===== src/rtl/ahbl_pcm_fifo_pkg.sv =====
// Shared constants for the AHB-Lite PCM sample FIFO: register offsets,
// CTRL/STATUS bit positions, bad-offset read value and 16-bit saturation.
package ahbl_pcm_fifo_pkg;

  localparam logic [23:0] OFF_CTRL   = 24'h00_0000;
  localparam logic [23:0] OFF_STATUS = 24'h00_0004;
  localparam logic [23:0] OFF_DATA   = 24'h00_0008;
  localparam logic [23:0] OFF_THR    = 24'h00_000C;

  localparam int CTRL_EN     = 0;
  localparam int CTRL_CH_SEL = 1;
  localparam int CTRL_BOTH   = 2;
  localparam int CTRL_FLUSH  = 3;
  localparam int CTRL_SHIFT  = 4;
  localparam int CTRL_IRQ_EN = 8;

  localparam int ST_EMPTY   = 0;
  localparam int ST_FULL    = 1;
  localparam int ST_OVF     = 2;
  localparam int ST_THR_HIT = 3;
  localparam int ST_LEVEL   = 8;

  localparam logic [31:0] BAD_DATA = 32'hBADD_BEEF;

  localparam int PCM_MAX = 32767;
  localparam int PCM_MIN = -32768;

  function automatic logic [15:0] sat16(
    input logic signed [31:0] x
  );
    logic [15:0] r;
    if (x > PCM_MAX) begin
      r = 16'(PCM_MAX);
    end else if (x < PCM_MIN) begin
      r = 16'(PCM_MIN);
    end else begin
      r = x[15:0];
    end
    return r;
  endfunction

endpackage


===== src/rtl/pcm_fifo_core.sv =====
// Circular sample store with wrap-around pointers and occupancy count.
// Ports: HCLK/HRESETn, push/pop/flush, wr_data in, rd_data/full/empty/level out.
module pcm_fifo_core #(
  parameter int DEPTH = 16
) (
  input  logic                     HCLK,
  input  logic                     HRESETn,
  input  logic                     push,
  input  logic                     pop,
  input  logic                     flush,
  input  logic [15:0]              wr_data,
  output logic [15:0]              rd_data,
  output logic                     full,
  output logic                     empty,
  output logic [$clog2(DEPTH):0]   level
);

  localparam int AW = $clog2(DEPTH);

  logic [15:0]   mem_q [DEPTH];
  logic [AW-1:0] wr_ptr_q, wr_ptr_d;
  logic [AW-1:0] rd_ptr_q, rd_ptr_d;
  logic [AW:0]   level_q, level_d;
  logic          do_push, do_pop;

  assign empty   = (level_q == '0);
  assign full    = (level_q == (AW+1)'(DEPTH));
  assign do_pop  = pop & ~empty;
  // a pop frees the slot a same-cycle push needs when full
  assign do_push = push & (~full | do_pop);
  assign rd_data = mem_q[rd_ptr_q];
  assign level   = level_q;

  always_comb begin
    wr_ptr_d = wr_ptr_q;
    rd_ptr_d = rd_ptr_q;
    level_d  = level_q;
    if (flush) begin
      wr_ptr_d = '0;
      rd_ptr_d = '0;
      level_d  = '0;
    end else begin
      if (do_push) wr_ptr_d = wr_ptr_q + 1'b1;
      if (do_pop)  rd_ptr_d = rd_ptr_q + 1'b1;
      level_d = level_q + (AW+1)'(do_push)
                        - (AW+1)'(do_pop);
    end
  end

  always_ff @(posedge HCLK or negedge HRESETn) begin
    if (!HRESETn) begin
      wr_ptr_q <= '0;
      rd_ptr_q <= '0;
      level_q  <= '0;
    end else begin
      wr_ptr_q <= wr_ptr_d;
      rd_ptr_q <= rd_ptr_d;
      level_q  <= level_d;
    end
  end

  always_ff @(posedge HCLK) begin
    if (do_push && !flush) mem_q[wr_ptr_q] <= wr_data;
  end

endmodule


===== src/rtl/ahbl_pcm_fifo.sv =====
// AHB-Lite slave buffering converted I2S samples; CTRL/STATUS/DATA/THR regs.
// Ports: AHB-Lite slave (H*), s_data/s_valid/s_ws sample input, irq out.
// Option PCM_FIFO_DC_FILTER_EN adds a DC-removal stage before the FIFO.
module ahbl_pcm_fifo
  import ahbl_pcm_fifo_pkg::*;
#(
  parameter int DEPTH = 16
) (
  input  logic        HCLK,
  input  logic        HRESETn,
  input  logic [31:0] HADDR,
  input  logic [1:0]  HTRANS,
  input  logic        HWRITE,
  input  logic [2:0]  HSIZE,
  input  logic [31:0] HWDATA,
  input  logic        HSEL,
  input  logic        HREADY,
  output logic [31:0] HRDATA,
  output logic        HREADYOUT,
  input  logic [31:0] s_data,
  input  logic        s_valid,
  input  logic        s_ws,
  output logic        irq
);

  localparam int LW = $clog2(DEPTH) + 1;

  logic [23:0] addr_q, addr_d;
  logic        trans_q, trans_d;
  logic        write_q, write_d;
  logic        sel_q, sel_d;
  logic [8:0]  ctrl_q, ctrl_d;
  logic [6:0]  thr_q, thr_d;
  logic        ovf_q, ovf_d;
  logic        irq_q, irq_d;
  logic        pend_vld_q, pend_vld_d;
  logic [15:0] pend_data_q, pend_data_d;

  logic        we, re;
  logic        wr_ctrl, wr_status, wr_thr;
  logic        flush, pop, push, ovf_set;
  logic        accept, thr_hit;
  logic [15:0] push_data, rd_data;
  logic        full, empty;
  logic [LW-1:0] level;
  logic signed [31:0] shifted;
  logic        unused_ok;

  assign unused_ok = ^{HADDR[31:24], HTRANS[0],
                       HSIZE, HWDATA[31:9]};

  assign HREADYOUT = 1'b1;
  assign irq       = irq_q;

  assign we = trans_q & sel_q & write_q;
  assign re = trans_q & sel_q & ~write_q;

  assign wr_ctrl   = we & (addr_q == OFF_CTRL);
  assign wr_status = we & (addr_q == OFF_STATUS);
  assign wr_thr    = we & (addr_q == OFF_THR);
  assign flush     = wr_ctrl & HWDATA[CTRL_FLUSH];
  assign pop       = re & (addr_q == OFF_DATA);

  assign accept = s_valid & ctrl_q[CTRL_EN]
                & (ctrl_q[CTRL_BOTH]
                   | (s_ws == ctrl_q[CTRL_CH_SEL]));
  assign shifted = $signed(s_data)
                   >>> ctrl_q[CTRL_SHIFT +: 4];

  // a full FIFO with a same-cycle pop accepts the push cleanly
  assign ovf_set = push & full & ~pop & ~flush;
  assign thr_hit = (thr_q != '0) && (7'(level) >= thr_q);

`ifdef PCM_FIFO_DC_FILTER_EN
  logic        dc_vld_q, dc_vld_d;
  logic [15:0] dc_data_q, dc_data_d;
  logic [15:0] x_prev_q, x_prev_d;
  logic [15:0] y_prev_q, y_prev_d;
  logic signed [17:0] x_ext, xp_ext, yp_ext, y_full;
  logic [15:0] y_sat;

  assign x_ext  = {{2{pend_data_q[15]}}, pend_data_q};
  assign xp_ext = {{2{x_prev_q[15]}}, x_prev_q};
  assign yp_ext = {{2{y_prev_q[15]}}, y_prev_q};
  assign y_full = x_ext - xp_ext + yp_ext
                - (yp_ext >>> 8);
  assign y_sat  = sat16(32'(y_full));

  always_comb begin
    dc_vld_d  = pend_vld_q;
    dc_data_d = dc_data_q;
    x_prev_d  = x_prev_q;
    y_prev_d  = y_prev_q;
    if (pend_vld_q) begin
      dc_data_d = y_sat;
      x_prev_d  = pend_data_q;
      y_prev_d  = y_sat;
    end
    if (flush) begin
      x_prev_d = '0;
      y_prev_d = '0;
    end
  end

  always_ff @(posedge HCLK or negedge HRESETn) begin
    if (!HRESETn) begin
      dc_vld_q  <= 1'b0;
      dc_data_q <= '0;
      x_prev_q  <= '0;
      y_prev_q  <= '0;
    end else begin
      dc_vld_q  <= dc_vld_d;
      dc_data_q <= dc_data_d;
      x_prev_q  <= x_prev_d;
      y_prev_q  <= y_prev_d;
    end
  end

  assign push      = dc_vld_q;
  assign push_data = dc_data_q;
`else
  assign push      = pend_vld_q;
  assign push_data = pend_data_q;
`endif

  pcm_fifo_core #(
    .DEPTH(DEPTH)
  ) u_core (
    .HCLK    (HCLK),
    .HRESETn (HRESETn),
    .push    (push),
    .pop     (pop),
    .flush   (flush),
    .wr_data (push_data),
    .rd_data (rd_data),
    .full    (full),
    .empty   (empty),
    .level   (level)
  );

  always_comb begin
    addr_d  = addr_q;
    trans_d = trans_q;
    write_d = write_q;
    sel_d   = sel_q;
    if (HREADY) begin
      addr_d  = HADDR[23:0];
      trans_d = HTRANS[1];
      write_d = HWRITE;
      sel_d   = HSEL;
    end
    ctrl_d = ctrl_q;
    if (wr_ctrl) begin
      ctrl_d = HWDATA[8:0];
      ctrl_d[CTRL_FLUSH] = 1'b0;
    end
    thr_d = wr_thr ? HWDATA[6:0] : thr_q;
    ovf_d = ovf_q;
    if (wr_status && HWDATA[ST_OVF]) ovf_d = 1'b0;
    if (ovf_set) ovf_d = 1'b1;
    pend_vld_d  = accept;
    pend_data_d = accept ? sat16(shifted)
                         : pend_data_q;
    irq_d = ctrl_q[CTRL_IRQ_EN] & (thr_hit | ovf_q);
  end

  always_comb begin
    HRDATA = BAD_DATA;
    unique case (1'b1)
      addr_q == OFF_CTRL:
        HRDATA = {23'd0, ctrl_q};
      addr_q == OFF_STATUS: begin
        HRDATA = '0;
        HRDATA[ST_LEVEL +: 7] = 7'(level);
        HRDATA[ST_THR_HIT]    = thr_hit;
        HRDATA[ST_OVF]        = ovf_q;
        HRDATA[ST_FULL]       = full;
        HRDATA[ST_EMPTY]      = empty;
      end
      addr_q == OFF_DATA:
        HRDATA = empty ? 32'd0
               : {{16{rd_data[15]}}, rd_data};
      addr_q == OFF_THR:
        HRDATA = {25'd0, thr_q};
      default: HRDATA = BAD_DATA;
    endcase
  end

  always_ff @(posedge HCLK or negedge HRESETn) begin
    if (!HRESETn) begin
      addr_q      <= '0;
      trans_q     <= 1'b0;
      write_q     <= 1'b0;
      sel_q       <= 1'b0;
      ctrl_q      <= '0;
      thr_q       <= '0;
      ovf_q       <= 1'b0;
      irq_q       <= 1'b0;
      pend_vld_q  <= 1'b0;
      pend_data_q <= '0;
    end else begin
      addr_q      <= addr_d;
      trans_q     <= trans_d;
      write_q     <= write_d;
      sel_q       <= sel_d;
      ctrl_q      <= ctrl_d;
      thr_q       <= thr_d;
      ovf_q       <= ovf_d;
      irq_q       <= irq_d;
      pend_vld_q  <= pend_vld_d;
      pend_data_q <= pend_data_d;
    end
  end

endmodule


===== config.mk =====
export PLATFORM = sky130hd
export DESIGN_NAME = ahbl_pcm_fifo
export DESIGN_NICKNAME = d
export VERILOG_FILES = /design/src/rtl/ahbl_pcm_fifo_pkg.sv /design/src/rtl/pcm_fifo_core.sv /design/src/rtl/ahbl_pcm_fifo.sv
export SDC_FILE = /design/constraint.sdc
export NUM_CORES = 1
export LEC_CHECK = 0
export CAP_MARGIN = 5
export CORE_MARGIN = 5
export CORE_UTILIZATION = 40
export DETAILED_ROUTE_END_ITERATION = 10
export SLEW_MARGIN = 20
export SYNTH_ARGS = -nofsm -noshare
export SYNTH_HDL_FRONTEND = slang
export SYNTH_SLANG_ARGS = --single-unit

===== constraint.sdc =====
create_clock -name HCLK -period 6.1 [get_ports HCLK]
set_clock_uncertainty 0.2 [all_clocks]
set_input_delay 1.22 -clock HCLK [delete_from_list [all_inputs] [get_ports HCLK]]
set_output_delay 1.22 -clock HCLK [all_outputs]
set_load 0.005 [all_outputs]

==> metrics.cfg, run 1 <==
[outcome]
status = finished clean

[drt]
wirelength_mm = 35.78
drc = 0
vias_per_cell = 5.491
antenna_left = 0
wire_per_inst_um = 22.98
dr.pass1.iters = 7
drt_iter0_drc = 830
vias = 8550

[clock_network]
clock_sinks = 330
cts_buffer_depth = 3
cts-root-buf = clkbuf_16
cts_max_level = 2
cts_tree = built
clk_latency_ps = 520
cts_resized = 0
numCtsBuffers = 37
path_clk_slew_ps = 60
postCtsSetupRepairBufs = 0
ctsHoldBuffers = 0

[placement]
dp_hpwl_mm = 23.25
place_area_um2 = 16630
numPortBuffers = 105
gp_congestion = 0.8185
dp_slack_ps = 1320
dp_cells = 1489

[timing]
slew_violations = 0
fin_crit_ps = 5287
fmax_mhz = 189.2
finalHoldViolCount = 0
fin_crit_sh = 0.8667
fin_ws_ps = 813.3
worst_slew_pin_slew_ps = 1059
tns_ps = 0
rsz0062_at_grt = no
setup_viol = 0
relSlewSlack = 0.2933

[min_path]
worstHoldStart = addr_q[8]
hold_path_depth = 1
min_path_type = reg2reg
holdPathEnd = addr_q[8]

[yosys]
synthesis.area_um2 = 15080
postSynth.asyncResetShare = 0.2242
synth_flop_cell = edfxtp_1
synthCells = 921
synth.distinct_cells = 64
syn_nets = 1046
synth-edff-count = 256
ys_warn_count = 0
ys_ff_latch = 330
synth_seq_area_share = 0.6326
syn_area_per_cell_um2 = 16.37

[setup_path]
crit_chain = nor4_1, nand4_1, nor2_1, nand2_1, a21oi_1, nand2b_1, clkdlybuf4s50_1
startpoint_type = flop
cp_max_fo = 12
cp.buffers_inverters = 1
crit_required_ps = 4680
worstSetupPathType = reg2out
crit_path_end_kind = output port
worstReg2RegStart = u_core.level[3]
r2r_slack_ps = 2160
cpMaxStageDelayCell = nor2_1
cp_top_family = simple AND/OR/NAND/NOR gates
r2r-end = u_core.level[4]
max_stage_delay_ps = 600
reg2reg_depth = 16
crit_arrival_ps = 3870

[layout]
layout-drive-gt1-share = 0.2371
most-common-layout-cells = edfxtp_1, clkdlybuf4s50_1, mux4_2
mostFrequentLayoutCell = edfxtp_1
fin_cells = 1557
design_area_um2 = 17900
antennaDiodeCount = 0
nNetsFinal = 1142
num-fill-cells = 3193
area_growth_pct = 18.70

[floorplanning]
die-area_um2 = 41680
num_rows = 71
die_w_um = 204.2
ioPinCount = 142
initial_core_util = 0.4032
die_h_um = 204.2
core_region_area_um2 = 37400

[grt]
grt_pass1_wl_mm = 54.04
antenna_found_initial = 0
overflow = 0
grt_pass1_vias = 8614
grt_max_degree = 75
track_usage = 0.1694

[power]
vdd_drop_max_v = 0.0002084
leakagePower_nw = 6.424
pwr_density_cell_nw_per_um2 = 322.6

[flow_run]
max_cap_violations = 0

-- area by class of cell --
type / instances / area (um^2) / share of cell area
multi-input cells: 489 / 5089 / 0.2843
well taps: 511 / 639.4 / 0.03572
flip-flops and latches: 330 / 9545 / 0.5333
clock inverters: 22 / 257.7 / 0.01440
clock buffers: 46 / 1010 / 0.05642
repair buffers: 131 / 1251 / 0.06991
inverters: 28 / 105.1 / 0.005872
-- how the worst max path moves through the flow --
stage / from / endpoint / slack [ps] / cells past startpoint
after floorplan: addr_q[8] / u_core.mem_q[1][0] / 1920 / 7
after global routing: addr_q[14] / HRDATA[22] / 440 / 7
after global placement: addr_q[14] / HRDATA[27] / 1420 / 7
final: addr_q[14] / HRDATA[22] / 810 / 7
after CTS: addr_q[14] / HRDATA[18] / 760 / 7
after detailed placement: addr_q[14] / HRDATA[18] / 1320 / 7
-- cell families after synthesis --
logic type	after synthesis	synth area share
other	1	0.0002487
multiplexers	193	0.2019
AND/OR/NAND/NOR	140	0.04813
buffers and inverters	102	0.03352
adder cells (fa/ha/maj)	17	0.01460
AO/OA/AOI/OAI	129	0.06373
flip-flops	330	0.6326
XOR/XNOR	9	0.005227
-- state kept, by name (all words and copies together), names as in the netlist --
signal,count
trans_q,1
u_core.level,5
ctrl_q,8
pend_vld_q,1
ovf_q,1
u_core.rd_ptr_q,4
pend_data_q,16
write_q,1
sel_q,1
irq,1
thr_q,7
u_core.mem_q,256
addr_q,24
u_core.wr_ptr_q,4
-- where the power goes --
group	switching, mW	leakage (nW)	internal (mW)
clock	0.876	0.616	1.39
sequential	0.234	3.18	2.67
combinational	0.306	2.63	0.296
-- synth_stat cells, types with 7 or more instances --
master | n | share of area
edfxtp_1 | 256 | 0.51
mux4_2 | 83 | 0.12
dfrtp_1 | 74 | 0.12
mux2_2 | 55 | 0.041
mux2i_1 | 53 | 0.035
nor2_1 | 47 | 0.012
clkbuf_1 | 30 | 0.0075
nand2_1 | 27 | 0.0067
o21ai_0 | 27 | 0.0090
inv_1 | 24 | 0.0060
a221oi_1 | 22 | 0.013
buf_4 | 22 | 0.011
a21oi_1 | 20 | 0.0066
a221o_1 | 16 | 0.011
ha_1 | 16 | 0.013
buf_2 | 14 | 0.0046
nand3_1 | 9 | 0.0030
nor4_1 | 8 | 0.0033
nor3_1 | 7 | 0.0023
-- worst reg2reg max path, stage by stage, from the launching register on --
cell,delay [ps]
dfrtp_1,450
inv_1,100
ha_1,210
nor4b_1,200
or3_1,350
buf_4,210
nor4b_2,640
ha_1,360
inv_1,60
ha_1,170
inv_1,60
fa_1,400
inv_1,70
a21oi_1,50
nor2_1,110
or3_1,120
a21oi_1,50
-- per-layer routing --
layer / track usage / wire, um / up-vias
met3: 0.02190 / 1626 / 42
met4: 0.04068 / 725 / 0
li1: - / - / 3873
met5: 0 / 0 / -
met1: 0.2450 / 15960 / 4440
met2: 0.2760 / 17470 / 195
-- metrics by stage --
stage | total power, mW | hold slack, ps | util
6_report | 5.773 | 306.6 | 0.4785
4_1_cts | 5.819 | 311.5 | 0.4785
2_1_floorplan | 3.267 | 273.8 | -
3_5_place_dp | 3.555 | 297.3 | 0.4446
3_3_place_gp | 3.535 | 291.9 | 0.4448
5_1_grt | 6.011 | 323.1 | 0.4785
(Power assumes the default switching activity.)
==> inputs of run 2 (changes only) <==
Settings changed: CAP_MARGIN 5 to unset, CORE_UTILIZATION 40 to 51, PLACE_DENSITY set to 0.72.
==> run 2 against run 1 <==
Register-to-register slack worse by 150 ps. Combinational power about the same. Clock power down 24%. Hold slack about the same. Non-clock buffer count down 4. Critical path depth up 2. Wire length down 4.0%. Die area down 21%. Critical path type unchanged. Largest power group unchanged.
==> metrics.cfg, run 2 (synthesis gave the netlist of run 1 again) <==
[timing]
fin_crit_sh = 0.8807  ; +0.01407
fin_crit_ps = 5373  ; +85.82 ps
setup_viol = 0  ; unchanged
rsz0062_at_grt = no
fmax_mhz = 186.1  ; -1.6%
relSlewSlack = 0.2382  ; -0.05516
finalHoldViolCount = 0  ; unchanged
worst_slew_pin_slew_ps = 1142  ; +82.68 ps
slew_violations = 0  ; unchanged
tns_ps = 0  ; unchanged

[floorplanning]
ioPinCount = 142  ; unchanged
die-area_um2 = 33100  ; -21%
num_rows = 63  ; -11%
core_region_area_um2 = 29400  ; -21%
initial_core_util = 0.5128  ; +0.1097
die_h_um = 181.9  ; -11%
die_w_um = 181.9  ; -11%

[drt]
vias = 8705  ; +1.8%
drt_iter0_drc = 771  ; -7.1%
vias_per_cell = 6.139  ; +12%
wirelength_mm = 34.35  ; -4.0%
drc = 0  ; unchanged
wire_per_inst_um = 24.23  ; +5.4%
antenna_left = 0  ; unchanged
dr.pass1.iters = 5  ; -2

[layout]
area_growth_pct = 14.80
antennaDiodeCount = 0  ; unchanged
multi_input_area_um2 = 5079  ; -0.20%
mostFrequentLayoutCell = edfxtp_1
ff_latch_area_um2 = 9545  ; unchanged
most-common-layout-cells = edfxtp_1, clkdlybuf4s50_1, mux4_2
top_register = u_core.mem_q
largest_registers = u_core.mem_q: 256 flops, addr_q: 24 flops, pend_data_q: 16 flops
layout-drive-gt1-share = 0.2150  ; -0.02211
largest_reg_flops = 256  ; unchanged
num-fill-cells = 2183  ; -32%
nNetsFinal = 1132  ; -0.88%

[clock_network]
cts_buffer_depth = 3  ; unchanged
cts_tree = built
postCtsSetupRepairBufs = 0  ; unchanged
cts_resized = 0  ; unchanged
clock_sinks = 330  ; unchanged
cts_max_level = 1  ; -1
numCtsBuffers = 31  ; -16%
cts-root-buf = clkbuf_16
path_clk_slew_ps = 60  ; about the same
clk_latency_ps = 560  ; +40 ps
ctsHoldBuffers = 0  ; unchanged

[placement]
dp_hpwl_mm = 21.83  ; -6.1%
gp_congestion = 0.8285  ; +1.2%
numPortBuffers = 105  ; unchanged

[power]
p_sw_frac = 0.2527  ; +0.007417
combPwrFrac = 0.115  ; +0.011
internal_power_mw = 3.907  ; -10%
p_sw_mw = 1.321  ; -6.7%
power.total_mw = 5.228  ; -9.4%
pwr-share-clk = 0.330  ; -0.063
pwr_density_cell_nw_per_um2 = 302.0  ; -6.4%
vdd_drop_max_v = 0.0002317  ; +11%
p_seq_frac = 0.555  ; +0.052
leakagePower_nw = 6.213  ; -3.3%

[setup_path]
crit_path_end_kind = output port
crit_required_ps = 4680  ; about the same
reg2reg_depth = 15  ; -1
cp_common_cell = inv_1
max_stage_delay_ps = 630  ; +30 ps
cp_top_family = simple AND/OR/NAND/NOR gates
cp_max_fo = 12  ; unchanged
cpMaxStageDelayCell = nor4b_1
r2r_slack_ps = 2010  ; -150 ps
worstReg2RegStart = u_core.level[2]
crit_arrival_ps = 3950  ; +80 ps
cp.buffers_inverters = 3  ; +2
r2r-end = u_core.level[4]
crit_chain = inv_1, ha_1, nor4b_1, or3_1, inv_1, nand2_1, a21oi_1, nand2b_1, clkdlybuf4s50_1
worstSetupPathType = reg2out
startpoint_type = flop

[grt]
grt_max_degree = 75  ; unchanged
track_usage = 0.2064  ; +0.03702
antenna_found_initial = 0  ; unchanged
grt_pass1_vias = 8834  ; +2.6%
overflow = 0  ; unchanged
grt_pass1_wl_mm = 52.90  ; -2.1%

[min_path]
holdPathEnd = addr_q[20]
min_path_type = reg2reg
worstHoldStart = addr_q[20]
hold_path_depth = 1  ; unchanged

[flow_run]
max_cap_violations = 0  ; unchanged

[outcome]
status = finished clean

-- run 2: worst max-delay path by stage --
stage | startpoint | endpoint | slack [ps] | depth (start not counted)
after floorplan | addr_q[8] | u_core.mem_q[1][0] | 1920 | 7
after global placement | u_core.level[2] | HRDATA[16] | 1490 | 9
after detailed placement | u_core.level[2] | HRDATA[18] | 1370 | 9
after CTS | u_core.level[3] | HRDATA[18] | 760 | 9
after global routing | u_core.level[3] | HRDATA[16] | 490 | 9
final | u_core.level[2] | HRDATA[16] | 730 | 9
-- run 2: area by class of cell --
cell class | count | area share
inverters | 28 | 0.006072
clock inverters | 9 | 0.002602
clock buffers | 45 | 0.04843
repair buffers | 127 | 0.06983
well taps | 390 | 0.02819
multi-input cells | 489 | 0.2934
flip-flops and latches | 330 | 0.5515
-- run 2: power groups by stage --
stage	sequential, mW	combinational (mW)	clock, mW
floorplan	2.82	0.452	0
global placement	2.93	0.582	0
detailed placement	2.94	0.599	0
CTS	2.90	0.604	1.75
global route	2.93	0.671	1.84
finish	2.90	0.604	1.72
-- run 2: routing by layer --
layer  global-route usage  vias to the layer above  wire length [um]
met5                    0                        -                 0
met1               0.2846                     4497             13920
li1                     -                     3843                 -
met2               0.3496                      310             17340
met4              0.06004                        0               941
met3              0.02484                       55              2154
-- run 2: per-stage QoR --
step | cells | util | area [um^2] | setup WS (ps) | hold WS (ps)
3_5_place_dp | 1364 | 0.5587 | 16430 | 1373 | 298.7
2_1_floorplan | 921 | - | 15080 | 1916 | 273.8
6_report | 1418 | 0.5887 | 17310 | 727.4 | 306.4
4_1_cts | 1418 | 0.5887 | 17310 | 755.0 | 312.3
5_1_grt | 1418 | 0.5887 | 17310 | 493.3 | 319.5
3_3_place_gp | 1364 | 0.5588 | 16430 | 1488 | 290.3
